[config.mk]
export PLATFORM = sky130hd
export DESIGN_NAME = set_job_dispatcher_flat
export DESIGN_NICKNAME = d
export VERILOG_FILES = /design/src/rtl/set_job_dispatcher_if.sv /design/src/rtl/set_job_dispatcher.sv /design/src/flat_wrapper.sv
export SDC_FILE = /design/constraint.sdc
export NUM_CORES = 1
export LEC_CHECK = 0
export BUFFER_PORTS_ARGS = -buffer_cell sky130_fd_sc_hd__buf_2
export CAP_MARGIN = 20
export CORE_MARGIN = 5
export CORE_UTILIZATION = 62
export DETAILED_ROUTE_END_ITERATION = 8
export HOLD_SLACK_MARGIN = 0.1
export PLACE_DENSITY = 0.95
export SETUP_SLACK_MARGIN = 0.5
export SYNTH_ARGS = -nofsm -noshare
export SYNTH_HDL_FRONTEND = slang
export SYNTH_SLANG_ARGS = --single-unit
[constraint.sdc]
create_clock -name clk -period 4.4 [get_ports clk]
set_input_delay 0.22 -clock clk [delete_from_list [all_inputs] [get_ports clk]]
set_output_delay 0.22 -clock clk [all_outputs]
set_load 0.02 [all_outputs]
[src/rtl/set_job_dispatcher_if.sv]
// Job, engine and result channels of the SET job dispatcher.
// master = dispatcher side, slave = the environment (job source, engine, result sink).
interface set_job_dispatcher_if #(
    parameter int unsigned DEPTH = 4,
    parameter int unsigned TAG_W = 4
);
    localparam int unsigned CNT_W = $clog2(DEPTH) + 1;

    logic             job_valid;
    logic             job_ready;
    logic [23:0]      job_central;
    logic [11:0]      job_radius;
    logic [1:0]       job_mode;
    logic [TAG_W-1:0] job_tag;

    logic             set_busy;
    logic             set_en;
    logic [23:0]      set_central;
    logic [11:0]      set_radius;
    logic [1:0]       set_mode;
    logic             set_valid;
    logic [7:0]       set_candidate;

    logic             res_valid;
    logic             res_ready;
    logic [7:0]       res_candidate;
    logic [TAG_W-1:0] res_tag;
    logic             res_err;

    logic [CNT_W-1:0] fifo_count;

    modport master (
        input  job_valid, job_central, job_radius, job_mode, job_tag,
        input  set_busy, set_valid, set_candidate,
        input  res_ready,
        output job_ready,
        output set_en, set_central, set_radius, set_mode,
        output res_valid, res_candidate, res_tag, res_err,
        output fifo_count
    );

    modport slave (
        output job_valid, job_central, job_radius, job_mode, job_tag,
        output set_busy, set_valid, set_candidate,
        output res_ready,
        input  job_ready,
        input  set_en, set_central, set_radius, set_mode,
        input  res_valid, res_candidate, res_tag, res_err,
        input  fifo_count
    );
endinterface

[src/rtl/set_job_dispatcher.sv]
// Job FIFO + single-outstanding issue FSM in front of the SET candidate-counting engine.
// Optional WAIT timeout abort is enabled by defining SET_TIMEOUT_EN.
module set_job_dispatcher #(
    parameter int unsigned DEPTH   = 4,
    parameter int unsigned TAG_W   = 4,
    parameter int unsigned TIMEOUT = 511
) (
    input  logic                 clk,
    input  logic                 rst,
    set_job_dispatcher_if.master bus
);
    localparam int unsigned PTR_W = $clog2(DEPTH);
    localparam int unsigned CNT_W = PTR_W + 1;

    typedef enum logic [1:0] {StIdle, StIssue, StWait, StResp} state_e;

    state_e state_q, state_d;

    logic [23:0]      mem_central [DEPTH];
    logic [11:0]      mem_radius  [DEPTH];
    logic [1:0]       mem_mode    [DEPTH];
    logic [TAG_W-1:0] mem_tag     [DEPTH];

    logic [PTR_W-1:0] wr_ptr_q, rd_ptr_q;
    logic [CNT_W-1:0] count_q;
    logic             full, empty, push, pop;

    logic [23:0]      hold_central_q;
    logic [11:0]      hold_radius_q;
    logic [1:0]       hold_mode_q;
    logic [TAG_W-1:0] hold_tag_q;

    logic [7:0]       res_cand_q, res_cand_d;
    logic             res_err_q, res_err_d;
    logic             res_load;

    assign full  = (count_q == CNT_W'(DEPTH));
    assign empty = (count_q == '0);
    assign push  = bus.job_valid && !full;

    always_ff @(posedge clk) begin
        if (push) begin
            mem_central[wr_ptr_q] <= bus.job_central;
            mem_radius[wr_ptr_q]  <= bus.job_radius;
            mem_mode[wr_ptr_q]    <= bus.job_mode;
            mem_tag[wr_ptr_q]     <= bus.job_tag;
        end
    end

    always_ff @(posedge clk or posedge rst) begin
        if (rst) begin
            wr_ptr_q <= '0;
            rd_ptr_q <= '0;
            count_q  <= '0;
        end else begin
            if (push) begin
                wr_ptr_q <= wr_ptr_q + 1'b1;
            end
            if (pop) begin
                rd_ptr_q <= rd_ptr_q + 1'b1;
            end
            case ({push, pop})
                2'b10:   count_q <= count_q + 1'b1;
                2'b01:   count_q <= count_q - 1'b1;
                default: count_q <= count_q;
            endcase
        end
    end

`ifdef SET_TIMEOUT_EN
    logic [8:0] wait_cnt_q;
    logic       wait_expired;

    // Counter reads 0 in the first WAIT cycle, so expiry at TIMEOUT-1 gives TIMEOUT WAIT cycles.
    assign wait_expired = (wait_cnt_q == 9'(TIMEOUT - 1));

    always_ff @(posedge clk or posedge rst) begin
        if (rst) begin
            wait_cnt_q <= '0;
        end else if (state_q == StIssue) begin
            wait_cnt_q <= '0;
        end else if (state_q == StWait) begin
            wait_cnt_q <= wait_cnt_q + 1'b1;
        end
    end
`endif

    always_comb begin
        state_d    = state_q;
        pop        = 1'b0;
        res_load   = 1'b0;
        res_cand_d = '0;
        res_err_d  = 1'b0;
        unique case (state_q)
            StIdle: begin
                if (!empty && !bus.set_busy) begin
                    pop = 1'b1;
                    if (mem_mode[rd_ptr_q] == 2'd3) begin
                        // Illegal mode is answered locally; the engine never sees it.
                        res_load  = 1'b1;
                        res_err_d = 1'b1;
                        state_d   = StResp;
                    end else begin
                        state_d = StIssue;
                    end
                end
            end
            StIssue: begin
                state_d = StWait;
            end
            StWait: begin
                if (bus.set_valid) begin
                    res_load   = 1'b1;
                    res_cand_d = bus.set_candidate;
                    state_d    = StResp;
                end
`ifdef SET_TIMEOUT_EN
                else if (wait_expired) begin
                    res_load  = 1'b1;
                    res_err_d = 1'b1;
                    state_d   = StResp;
                end
`endif
            end
            StResp: begin
                if (bus.res_ready) begin
                    state_d = StIdle;
                end
            end
            default: state_d = StIdle;
        endcase
    end

    always_ff @(posedge clk or posedge rst) begin
        if (rst) begin
            state_q        <= StIdle;
            hold_central_q <= '0;
            hold_radius_q  <= '0;
            hold_mode_q    <= '0;
            hold_tag_q     <= '0;
            res_cand_q     <= '0;
            res_err_q      <= 1'b0;
        end else begin
            state_q <= state_d;
            if (pop) begin
                hold_central_q <= mem_central[rd_ptr_q];
                hold_radius_q  <= mem_radius[rd_ptr_q];
                hold_mode_q    <= mem_mode[rd_ptr_q];
                hold_tag_q     <= mem_tag[rd_ptr_q];
            end
            if (res_load) begin
                res_cand_q <= res_cand_d;
                res_err_q  <= res_err_d;
            end
        end
    end

    assign bus.job_ready     = !full;
    assign bus.fifo_count    = count_q;
    assign bus.set_en        = (state_q == StIssue);
    assign bus.set_central   = hold_central_q;
    assign bus.set_radius    = hold_radius_q;
    assign bus.set_mode      = hold_mode_q;
    assign bus.res_valid     = (state_q == StResp);
    assign bus.res_candidate = res_cand_q;
    assign bus.res_tag       = hold_tag_q;
    assign bus.res_err       = res_err_q;

`ifndef SYNTHESIS
    en_no_repeat: assert property (@(posedge clk) disable iff (rst) bus.set_en |=> !bus.set_en);
    count_bound:  assert property (@(posedge clk) disable iff (rst) count_q <= CNT_W'(DEPTH));
`endif

endmodule

[src/flat_wrapper.sv]
// flat-port wrapper written by rule: the top's interface ports become plain ports
module set_job_dispatcher_flat 
#(
    parameter int unsigned DEPTH   = 4,
    parameter int unsigned TAG_W   = 4,
    parameter int unsigned TIMEOUT = 511
)
  (clk, rst, bus_job_valid, bus_job_central, bus_job_radius, bus_job_mode, bus_job_tag, bus_set_busy, bus_set_valid, bus_set_candidate, bus_res_ready, bus_job_ready, bus_set_en, bus_set_central, bus_set_radius, bus_set_mode, bus_res_valid, bus_res_candidate, bus_res_tag, bus_res_err, bus_fifo_count);
  set_job_dispatcher_if #(.DEPTH(DEPTH), .TAG_W(TAG_W)) bus_i ();
  input  logic clk;
  input  logic rst;
  input wire logic [$bits(bus_i.job_valid)-1:0] bus_job_valid;
  input wire logic [$bits(bus_i.job_central)-1:0] bus_job_central;
  input wire logic [$bits(bus_i.job_radius)-1:0] bus_job_radius;
  input wire logic [$bits(bus_i.job_mode)-1:0] bus_job_mode;
  input wire logic [$bits(bus_i.job_tag)-1:0] bus_job_tag;
  input wire logic [$bits(bus_i.set_busy)-1:0] bus_set_busy;
  input wire logic [$bits(bus_i.set_valid)-1:0] bus_set_valid;
  input wire logic [$bits(bus_i.set_candidate)-1:0] bus_set_candidate;
  input wire logic [$bits(bus_i.res_ready)-1:0] bus_res_ready;
  output wire logic [$bits(bus_i.job_ready)-1:0] bus_job_ready;
  output wire logic [$bits(bus_i.set_en)-1:0] bus_set_en;
  output wire logic [$bits(bus_i.set_central)-1:0] bus_set_central;
  output wire logic [$bits(bus_i.set_radius)-1:0] bus_set_radius;
  output wire logic [$bits(bus_i.set_mode)-1:0] bus_set_mode;
  output wire logic [$bits(bus_i.res_valid)-1:0] bus_res_valid;
  output wire logic [$bits(bus_i.res_candidate)-1:0] bus_res_candidate;
  output wire logic [$bits(bus_i.res_tag)-1:0] bus_res_tag;
  output wire logic [$bits(bus_i.res_err)-1:0] bus_res_err;
  output wire logic [$bits(bus_i.fifo_count)-1:0] bus_fifo_count;
  assign bus_i.job_valid = bus_job_valid;
  assign bus_i.job_central = bus_job_central;
  assign bus_i.job_radius = bus_job_radius;
  assign bus_i.job_mode = bus_job_mode;
  assign bus_i.job_tag = bus_job_tag;
  assign bus_i.set_busy = bus_set_busy;
  assign bus_i.set_valid = bus_set_valid;
  assign bus_i.set_candidate = bus_set_candidate;
  assign bus_i.res_ready = bus_res_ready;
  assign bus_job_ready = bus_i.job_ready;
  assign bus_set_en = bus_i.set_en;
  assign bus_set_central = bus_i.set_central;
  assign bus_set_radius = bus_i.set_radius;
  assign bus_set_mode = bus_i.set_mode;
  assign bus_res_valid = bus_i.res_valid;
  assign bus_res_candidate = bus_i.res_candidate;
  assign bus_res_tag = bus_i.res_tag;
  assign bus_res_err = bus_i.res_err;
  assign bus_fifo_count = bus_i.fifo_count;
  set_job_dispatcher #(.DEPTH(DEPTH), .TAG_W(TAG_W), .TIMEOUT(TIMEOUT)) u_core (.clk(clk), .rst(rst), .bus(bus_i));
endmodule
; ---- Word level (Yosys, flattened, before mapping)
; Memories as Yosys holds them, arrays and structs flattened. A register that Yosys moved wholly into a read port is not among the register bits.
; Cells that the tools add are included.
[classes]
add_sub_neg = 4
n_eq_ne = 10
mux = 17
n_reduce_logical = 9
[ops]
columns = op, n
row1 = $mux W8, 2
row2 = $eq A2 B2 Y1 const B, 4
row3 = $mux W1, 8
row4 = $mux W2, 4
row5 = $pmux W2 S4, 1
row6 = $pmux W3 S2, 1
row7 = $add A2 B1 Y2 const B, 2
row8 = $eq A2 B1 Y1 const B, 2
row9 = $ne A2 B2 Y1 const B, 2
row10 = $add A3 B1 Y3 const B, 1
row11 = $eq A3 B3 Y1 const B, 1
row12 = $logic_not A1 Y1, 3
row13 = $logic_not A3 Y1, 1
row14 = $reduce_and A3 Y1, 1
row15 = $sub A3 B1 Y3 const B, 1
row16 = $logic_and A1 B1 Y1, 2
row17 = $logic_not A2 Y1, 1
row18 = $ne A2 B1 Y1 const B, 1
row19 = $pmux W1 S2, 1
row20 = $reduce_bool A2 Y1, 1
[word_totals]
register_bits = 20
mem_bits_rw = 168
input_bits = 56
out_inout_bits = 57
n_memories = 4
[mem_list]
columns = memory, depth, width, rd, rd_clocked_by_memory_dff, wr, line_no
row1 = u_core.mem_central, 4, 24, 1, 1, 1, set_job_dispatcher.sv:19  ; logic [23:0] mem_central [DEPTH];
row2 = u_core.mem_radius, 4, 12, 1, 1, 1, set_job_dispatcher.sv:20  ; logic [11:0] mem_radius [DEPTH];
row3 = u_core.mem_tag, 4, 4, 1, 1, 1, set_job_dispatcher.sv:22  ; logic [TAG_W-1:0] mem_tag [DEPTH];
row4 = u_core.mem_mode, 4, 2, 1, 0, 1, set_job_dispatcher.sv:21  ; logic [1:0] mem_mode [DEPTH];

; ---- Depth between registers and ports, before layout
; Gate-level depths: netlist of run 1.
[logic_depth]
depth_word = 7
mapped_depth = 11

; ---- Worst setup path before layout of run 1
; Ideal clock, no wire load.
[synth_timing]
path_type = register -> register
start = reg u_core.count_q[0] (netlist: u_core.bus.fifo_count[0])
end = reg u_core.count_q[2] (netlist: u_core.bus.fifo_count[2])
setup_time_ns = 0.080
arrival_time_ns = 2.273
required_ns = 4.320
slack_ns = 2.047
stages_incl_launch_ff = 10
n_path_buf = 0
cell_sequence = dfrtp_1 > or3b_1 > and2_1 > inv_1 > ha_1 > inv_1 > fa_1 > xor2_1 > nor2_1 > xor2_1
[synth_rtl]
columns = element, line_no
row1 = from (decl), set_job_dispatcher.sv:25  ; logic [CNT_W-1:0] count_q;
row2 = from (signal assigned), set_job_dispatcher.sv:63  ; 2'b10: count_q <= count_q + 1'b1;
row3 = from (signal assigned), set_job_dispatcher.sv:64  ; 2'b01: count_q <= count_q - 1'b1;
row4 = from (signal assigned), set_job_dispatcher.sv:65  ; default: count_q <= count_q;
row5 = $eq A3 B3 Y1 (*), set_job_dispatcher.sv:37  ; assign full = (count_q == CNT_W'(DEPTH));
row6 = $logic_not A1 Y1 (*), -
row7 = named net bus_job_ready, flat_wrapper.sv:21  ; output wire logic [$bits(bus_i.job_ready)-1:0] bus_job_ready;
row8 = $logic_and A1 B1 Y1 (*), set_job_dispatcher.sv:39  ; assign push = bus.job_valid && !full;
row9 = $eq A2 B1 Y1 or $eq A2 B2 Y1 (tied branches), set_job_dispatcher.sv:62  ; case ({push, pop})
row10 = $pmux W3 S2 or $reduce_bool A2 Y1 (tied branches), -
; Mark *: on every way through the listed nets, which the timed path passes. The rest lies on a longest branch.
; A chain may end at the register's enable or synchronous reset.

; ---- Worst setup path after layout of run 1
[layout_timing]
start = reg u_core.count_q[0] (netlist: u_core.bus.fifo_count[0])
end = reg u_core.count_q[2] (netlist: u_core.bus.fifo_count[2])
[layout_via]
elab_chain_cells = 7
[layout_lines]
columns = element, line_no
row1 = $logic_not A3 Y1, set_job_dispatcher.sv:38  ; assign empty = (count_q == '0);
row2 = $logic_not A1 Y1, set_job_dispatcher.sv:96  ; if (!empty && !bus.set_busy) begin
row3 = $logic_and A1 B1 Y1, set_job_dispatcher.sv:96
row4 = $mux W1, set_job_dispatcher.sv:96
row5 = $mux W1, set_job_dispatcher.sv:94  ; unique case (state_q)
row6 = $eq A2 B1 Y1 or $eq A2 B2 Y1 (tied branches), set_job_dispatcher.sv:62
row7 = $pmux W3 S2 or $reduce_bool A2 Y1 (tied branches), -
; Parallel ways exist; a longest one is shown, timed or not.

==> flow_metrics.py, run 1 <==
metrics = {
    "routing": {
        "routedWlPerCell_um": 23.36,
        "routed_wl_um": 18040,
        "ant_nets": 0,
        "via_count": 4438,
        "firstDrtPassIters": 5,
        "drc": 0,
        "drt-initial-drc-count": 258,
        "via_per_inst": 5.749,
    },
    "placement": {
        "placed_cell_area_um2": 9467,
        "pre_cts_ws_ps": 2045,
        "dp_hpwl_um": 9871,
        "io_buffers": 112,
        "place_congestion": 0.7335,
    },
    "yosys": {
        "ys_seq_area_frac": 0.7437,
        "synth-edff-count": 168,
        "syn_avg_cell_area_um2": 22.06,
        "synth.distinct_cells": 33,
        "synth_seq_cells": 228,
        "synth.net_count": 466,
        "synthFlopType": "edfxtp_1",
        "synthArstFlopShare": 0.2632,
        "yosysWarnings": 0,
        "syn-cell-area_um2": 8802,
        "syn_inst": 399,
    },
    "power": {
        "irDropWorstVdd_uv": 452.7,
        "power_density_nw_per_um2": 704.6,
        "cellLeakagePower_nw": 4.161,
    },
    "worst_setup_path": {
        "cp_data_required_time_ps": 4810,
        "startpoint_type": "flop",
        "end_kind": "flop",
        "arrival_ps": 2820,
        "critical_path_class": "reg2reg",
        "cp_max_fo": 6,
    },
    "cells_and_area": {
        "drive_gt1_frac": 0.4027,
        "layout_common_cells": "edfxtp_1 (168), buf_2 (112), dfrtp_1 (58)",
        "nets": 642,
        "fin_area_um2": 10740,
        "syn_to_final_growth_pct": 21.98,
        "fillers": 711,
        "final_common_cell": "edfxtp_1",
    },
    "floorplanning": {
        "start_util": 0.6341,
        "die_h_um": 129.2,
        "core_area_um2": 13880,
        "fp-row-count": 43,
        "fp.dieW_um": 129.2,
        "io_pins": 113,
        "fp.dieArea_um2": 16680,
    },
    "sta": {
        "setup_viol": 0,
        "finalHoldViolCount": 0,
        "hold_slack_ps": 167.7,
        "rsz0062_at_grt": "false",
        "slew_headroom": 0.2817,
        "worst_pin_slew_ps": 1077,
        "fmax_mhz": 415.3,
        "drv_slew": 0,
        "finalClockSkew_ps": 17.19,
        "tns_ps": 0,
        "fin_crit_sh": 0.5473,
        "fin_ws_ps": 1992,
        "period_needed_ps": 2408,
    },
    "grt": {
        "grt_use_total": 0.2174,
        "grt_pass1_vias": 5003,
        "grt_pass1_wl_um": 27500,
        "overflow": 0,
        "antenna_found_initial": 1,
        "grt_max_degree": 61,
    },
    "clock_tree": {
        "clk_pin_slew_ps": 60,
        "cts_tree": "done",
        "insertion_delay_ps": 490,
        "cts_buffers": 22,
        "htreeDepth": 1,
        "cts_setup_buffers": 0,
        "cts_root_buffer": "clkbuf_16",
        "clockBufferDepth": 3,
        "clock-sinks": 228,
    },
    "run": {
        "maxCapViolCount": 0,
    },
    "status": {
        "status": "complete, no violations",
    },
    "hold_path": {
        "holdCritPathClass": "in2reg",
    },
}
## path summary, 6_finish.rpt
check	slack [ps]	cells past startpoint	start	to
max	1990	9	u_core.bus.fifo_count[0]	u_core.bus.fifo_count[2]
min	170	3	bus_set_busy	u_core.rd_ptr_q[1]
max reg2reg	1990	9	u_core.bus.fifo_count[0]	u_core.bus.fifo_count[2]
min reg2reg	500	1	u_core.bus.set_radius[9]	u_core.bus.set_radius[9]
max in group asynchronous	3280	4	rst	u_core.rd_ptr_q[0]
min in group asynchronous	530	4	rst	u_core.bus.set_central[20]
## timing repair
item                                    in CTS  in global routing
resized for setup                            0                  0
hold endpoints to repair                   236                  0
endpoints found under the setup margin       0                  0
hold buffers                                51                  0
## power by group
group / switching [mW] / internal (mW) / total (mW)
combinational: 1.17 / 1.21 / 2.38
clock: 0.749 / 1.00 / 1.75
sequential: 0.488 / 2.95 / 3.44
total: 2.41 / 5.16 / 7.56
## registers in the layout, indices dropped and copies added (netlist names)
signal,cells
u_core.bus.fifo_count,3
u_core.bus.res_candidate,8
u_core.bus.res_err,1
u_core.bus.res_tag,4
u_core.bus.set_central,24
u_core.bus.set_mode,2
u_core.bus.set_radius,12
u_core.mem_central,96
u_core.mem_mode,8
u_core.mem_radius,48
u_core.mem_tag,16
u_core.rd_ptr_q,2
u_core.state_q,2
u_core.wr_ptr_q,2
## logic make-up after synthesis
logic type,Yosys count,share of synthesized area
AND/OR/NAND/NOR,21,0.01606
AO/OA/AOI/OAI,12,0.008104
adder cells (fa/ha/maj),11,0.01649
buffers and inverters,27,0.02132
XOR/XNOR,6,0.005971
multiplexers,94,0.1883
flip-flops,228,0.7437
## cell usage after synthesis (all sizes together), types with 2 or more instances
cell / n / area (µm²)
and3: 4 / 25.02
nor2b: 3 / 18.77
mux2i: 10 / 100.1
ha: 10 / 125.1
clkbuf: 6 / 22.52
buf: 11 / 127.6
dfrtp: 60 / 1501
xor2: 3 / 26.28
nor2: 2 / 7.510
mux4: 42 / 945.9
mux2: 42 / 611.8
edfxtp: 168 / 5045
inv: 10 / 37.54
a21oi: 8 / 40.04
and2: 3 / 18.77
xnor2: 3 / 26.28
## layout make-up
type                    instances  area [µm²]  area share
diodes                          1       2.502   0.0002331
clock inverters                10       78.83    0.007342
well taps                     180       225.2     0.02098
flip-flops and latches        228        6551      0.6102
clock buffers                  30       590.6     0.05501
repair buffers                169        1174      0.1093
multi-input cells             144        2077      0.1935
inverters                      10       37.54    0.003496
## critical path, stage by stage (launching register included)
cell	delay (ps)
dfrtp_1	460
or3b_1	490
and2_1	240
inv_1	80
ha_1	190
inv_1	70
fa_1	380
xor2_1	150
nor2_1	130
xor2_1	150
## stage by stage
step	utilization	cells	total power, mW
detailed placement	0.6820	676	5.722
CTS	0.7670	767	7.528
global placement	0.6820	676	5.564
floorplan	-	399	5.049
finish	0.7735	772	7.565
global route	0.7735	772	7.907
## per-layer routing
metal / up-vias / global-route usage / share of wire
met2: 173 / 0.4061 / 0.55
met1: 2300 / 0.2717 / 0.38
met4: 0 / 0.05621 / 0.022
met5: - / 0 / 0
li1: 1935 / - / -
met3: 30 / 0.02556 / 0.049
Note: power is estimated with default switching activity, not from simulation.
==> run 2: changes to the inputs <==
--- a/config.mk
+++ b/config.mk
@@ -8,10 +8,10 @@
 export BUFFER_PORTS_ARGS = -buffer_cell sky130_fd_sc_hd__buf_2
 export CAP_MARGIN = 20
 export CORE_MARGIN = 5
-export CORE_UTILIZATION = 62
+export CORE_UTILIZATION = 57
 export DETAILED_ROUTE_END_ITERATION = 8
 export HOLD_SLACK_MARGIN = 0.1
-export PLACE_DENSITY = 0.95
+export PLACE_DENSITY = 0.9
 export SETUP_SLACK_MARGIN = 0.5
 export SYNTH_ARGS = -nofsm -noshare
 export SYNTH_HDL_FRONTEND = slang
==> constraint.sdc (replaced) <==
create_clock -name clk -period 2.3 [get_ports clk]
set_input_delay 0.115 -clock clk [delete_from_list [all_inputs] [get_ports clk]]
set_output_delay 0.115 -clock clk [all_outputs]
set_load 0.02 [all_outputs]
==> run 2 against run 1 <==
Maximum frequency grew 17%. Routed wire length shrank 3.6%. Via count shrank 0.29%. Sequential power grew 79%. Critical endpoint unchanged. Largest power group unchanged.
==> flow_metrics.py, run 2 (synthesis results as in run 1) <==
metrics = {
    "status": {
        "status": "complete, no violations",
    },
    "sta": {
        "fin_ws_ps": 237.7,
        "tns_ps": 0,
        "setup_viol": 0,
        "drv_slew": 0,
        "rsz0062_at_grt": "true",
        "fin_crit_sh": 0.8966,
        "finalHoldViolCount": 0,
        "worst_pin_slew_ps": 680.6,
        "fmax_mhz": 484.9,
        "period_needed_ps": 2062,
        "slew_headroom": 0.5463,
        "finalClockSkew_ps": 11.35,
    },
    "cells_and_area": {
        "largest_reg_flops": 96,
        "utilization": 0.7323,
        "syn_to_final_growth_pct": 26.47,
        "layout_common_cells": "edfxtp_1 (168), buf_2 (112), dfrtp_1 (55)",
        "fillers": 884,
        "drive_gt1_frac": 0.4551,
        "final_common_cell": "edfxtp_1",
        "nets": 665,
        "antenna_cells": 0,
        "fin_area_um2": 11130,
        "regMostFlops": "u_core.mem_central",
    },
    "routing": {
        "drt-initial-drc-count": 267,
        "routed_wl_um": 17390,
        "drc": 0,
        "via_count": 4425,
        "firstDrtPassIters": 5,
        "routedWlPerCell_um": 21.71,
        "via_per_inst": 5.524,
        "ant_nets": 0,
    },
    "placement": {
        "placed_cell_area_um2": 9592,
        "io_buffers": 112,
        "dp_hpwl_um": 9473,
        "pre_cts_ws_ps": 165.2,
        "place_congestion": 0.7170,
    },
    "hold_path": {
        "worstHoldEndpoint": "u_core.mem_central[0][7]",
        "whs_path_depth": 2,
        "hold_start": "bus_job_valid",
        "holdCritPathClass": "in2reg",
    },
    "power": {
        "seqPwrFrac": 0.412,
        "p_switching_mw": 4.589,
        "p_sw_frac": 0.3066,
        "pwr-share-clk": 0.235,
        "irDropWorstVdd_uv": 899.9,
        "power_density_nw_per_um2": 1345,
        "finalPower_mw": 14.97,
        "combPwrFrac": 0.354,
        "p_int_mw": 10.38,
        "cellLeakagePower_nw": 4.339,
    },
    "floorplanning": {
        "fp.dieArea_um2": 18030,
        "fp-row-count": 45,
        "start_util": 0.5790,
        "io_pins": 113,
        "fp.dieW_um": 134.3,
        "core_area_um2": 15200,
        "die_h_um": 134.3,
    },
    "grt": {
        "grt.busiest_layer": "met2",
        "use_met1": 0.2618,
        "grt_util_met3": 0.03113,
        "use_met2": 0.3394,
        "grt_pass1_vias": 4950,
        "antenna_found_initial": 0,
        "grt_max_degree": 43,
        "grt_use_total": 0.1949,
        "grt_pass1_wl_um": 27200,
        "overflow": 0,
    },
    "clock_tree": {
        "clock-sinks": 228,
        "insertion_delay_ps": 490,
        "cts_buffers": 22,
        "clockBufferDepth": 3,
        "htreeDepth": 1,
        "cts_root_buffer": "clkbuf_16",
        "clk_pin_slew_ps": 60,
        "cts_tree": "done",
    },
    "worst_setup_path": {
        "r2r_slack_ps": 240,
        "rr_startpoint": "u_core.bus.fifo_count[0]",
        "critical_path_class": "reg2reg",
        "r2r_cells": 9,
        "arrival_ps": 2430,
        "startpoint_type": "flop",
        "end_kind": "flop",
        "reg2reg_to": "u_core.bus.fifo_count[2]",
        "cp_data_required_time_ps": 2670,
        "cp_max_fo": 3,
    },
    "run": {
        "maxCapViolCount": 0,
    },
}
==> run 2: per-stage QoR <==
step,hold WS [ps],instances
5_1_grt,125.1,801
3_3_place_gp,193.6,689
4_1_cts,105.2,792
6_report,146.0,801
3_5_place_dp,201.6,689
2_1_floorplan,213.9,399
==> run 2: final cells by class <==
cell class | instances | area [µm²] | area share
Sequential cell | 228 | 6555 | 0.5889
Clock buffer | 26 | 596.8 | 0.05361
Tap cell | 188 | 235.2 | 0.02113
Timing Repair Buffer | 192 | 1476 | 0.1326
Multi-Input combinational cell | 144 | 2113 | 0.1898
Clock inverter | 13 | 117.6 | 0.01057
Inverter | 10 | 37.54 | 0.003372
==> run 2: how the worst max path moves through the flow <==
stage | from | endpoint | slack, ps | depth (start not counted)
4_1_cts | u_core.bus.fifo_count[0] | u_core.bus.fifo_count[2] | 190 | 9
5_1_grt | u_core.bus.fifo_count[0] | u_core.bus.fifo_count[2] | 170 | 9
3_3_place_gp | u_core.bus.fifo_count[1] | u_core.bus.fifo_count[2] | 230 | 9
3_5_place_dp | u_core.bus.fifo_count[1] | u_core.bus.fifo_count[2] | 170 | 9
6_report | u_core.bus.fifo_count[0] | u_core.bus.fifo_count[2] | 240 | 9
2_1_floorplan | u_core.bus.fifo_count[2] | u_core.bus.fifo_count[2] | 160 | 10
==> run 2: routing by layer <==
metal,part of all wire,up-vias
li1,-,1994
met1,0.42,2270
met2,0.51,133
met3,0.049,28
met4,0.015,0
met5,0,-
==> run 2: critical path: stages (launching register included) <==
cell,delay (ps)
dfrtp_2,420
or3b_4,410
and2_4,160
inv_2,60
ha_4,130
inv_2,30
fa_2,330
xor2_1,170
nor2_1,70
xor2_1,150
==> run 2: power groups by stage <==
stage / combinational [mW] / clock, mW / sequential, mW
floorplan: 3.01 / 0 / 6.68
global placement: 4.62 / 0 / 6.16
detailed placement: 4.78 / 0 / 6.25
CTS: 5.19 / 3.59 / 6.19
global route: 5.64 / 3.75 / 6.27
finish: 5.29 / 3.51 / 6.17
==> run 2: timing repair <==
item / CTS / global route
setup endpoints to repair: 169 / 143
buffers inserted: 6 / 7
gates cloned: 4 / 0
gates resized for setup: 9 / 2
pin swaps: 5 / 5
hold endpoints to repair: 200 / 0
hold buffers: 54 / 0
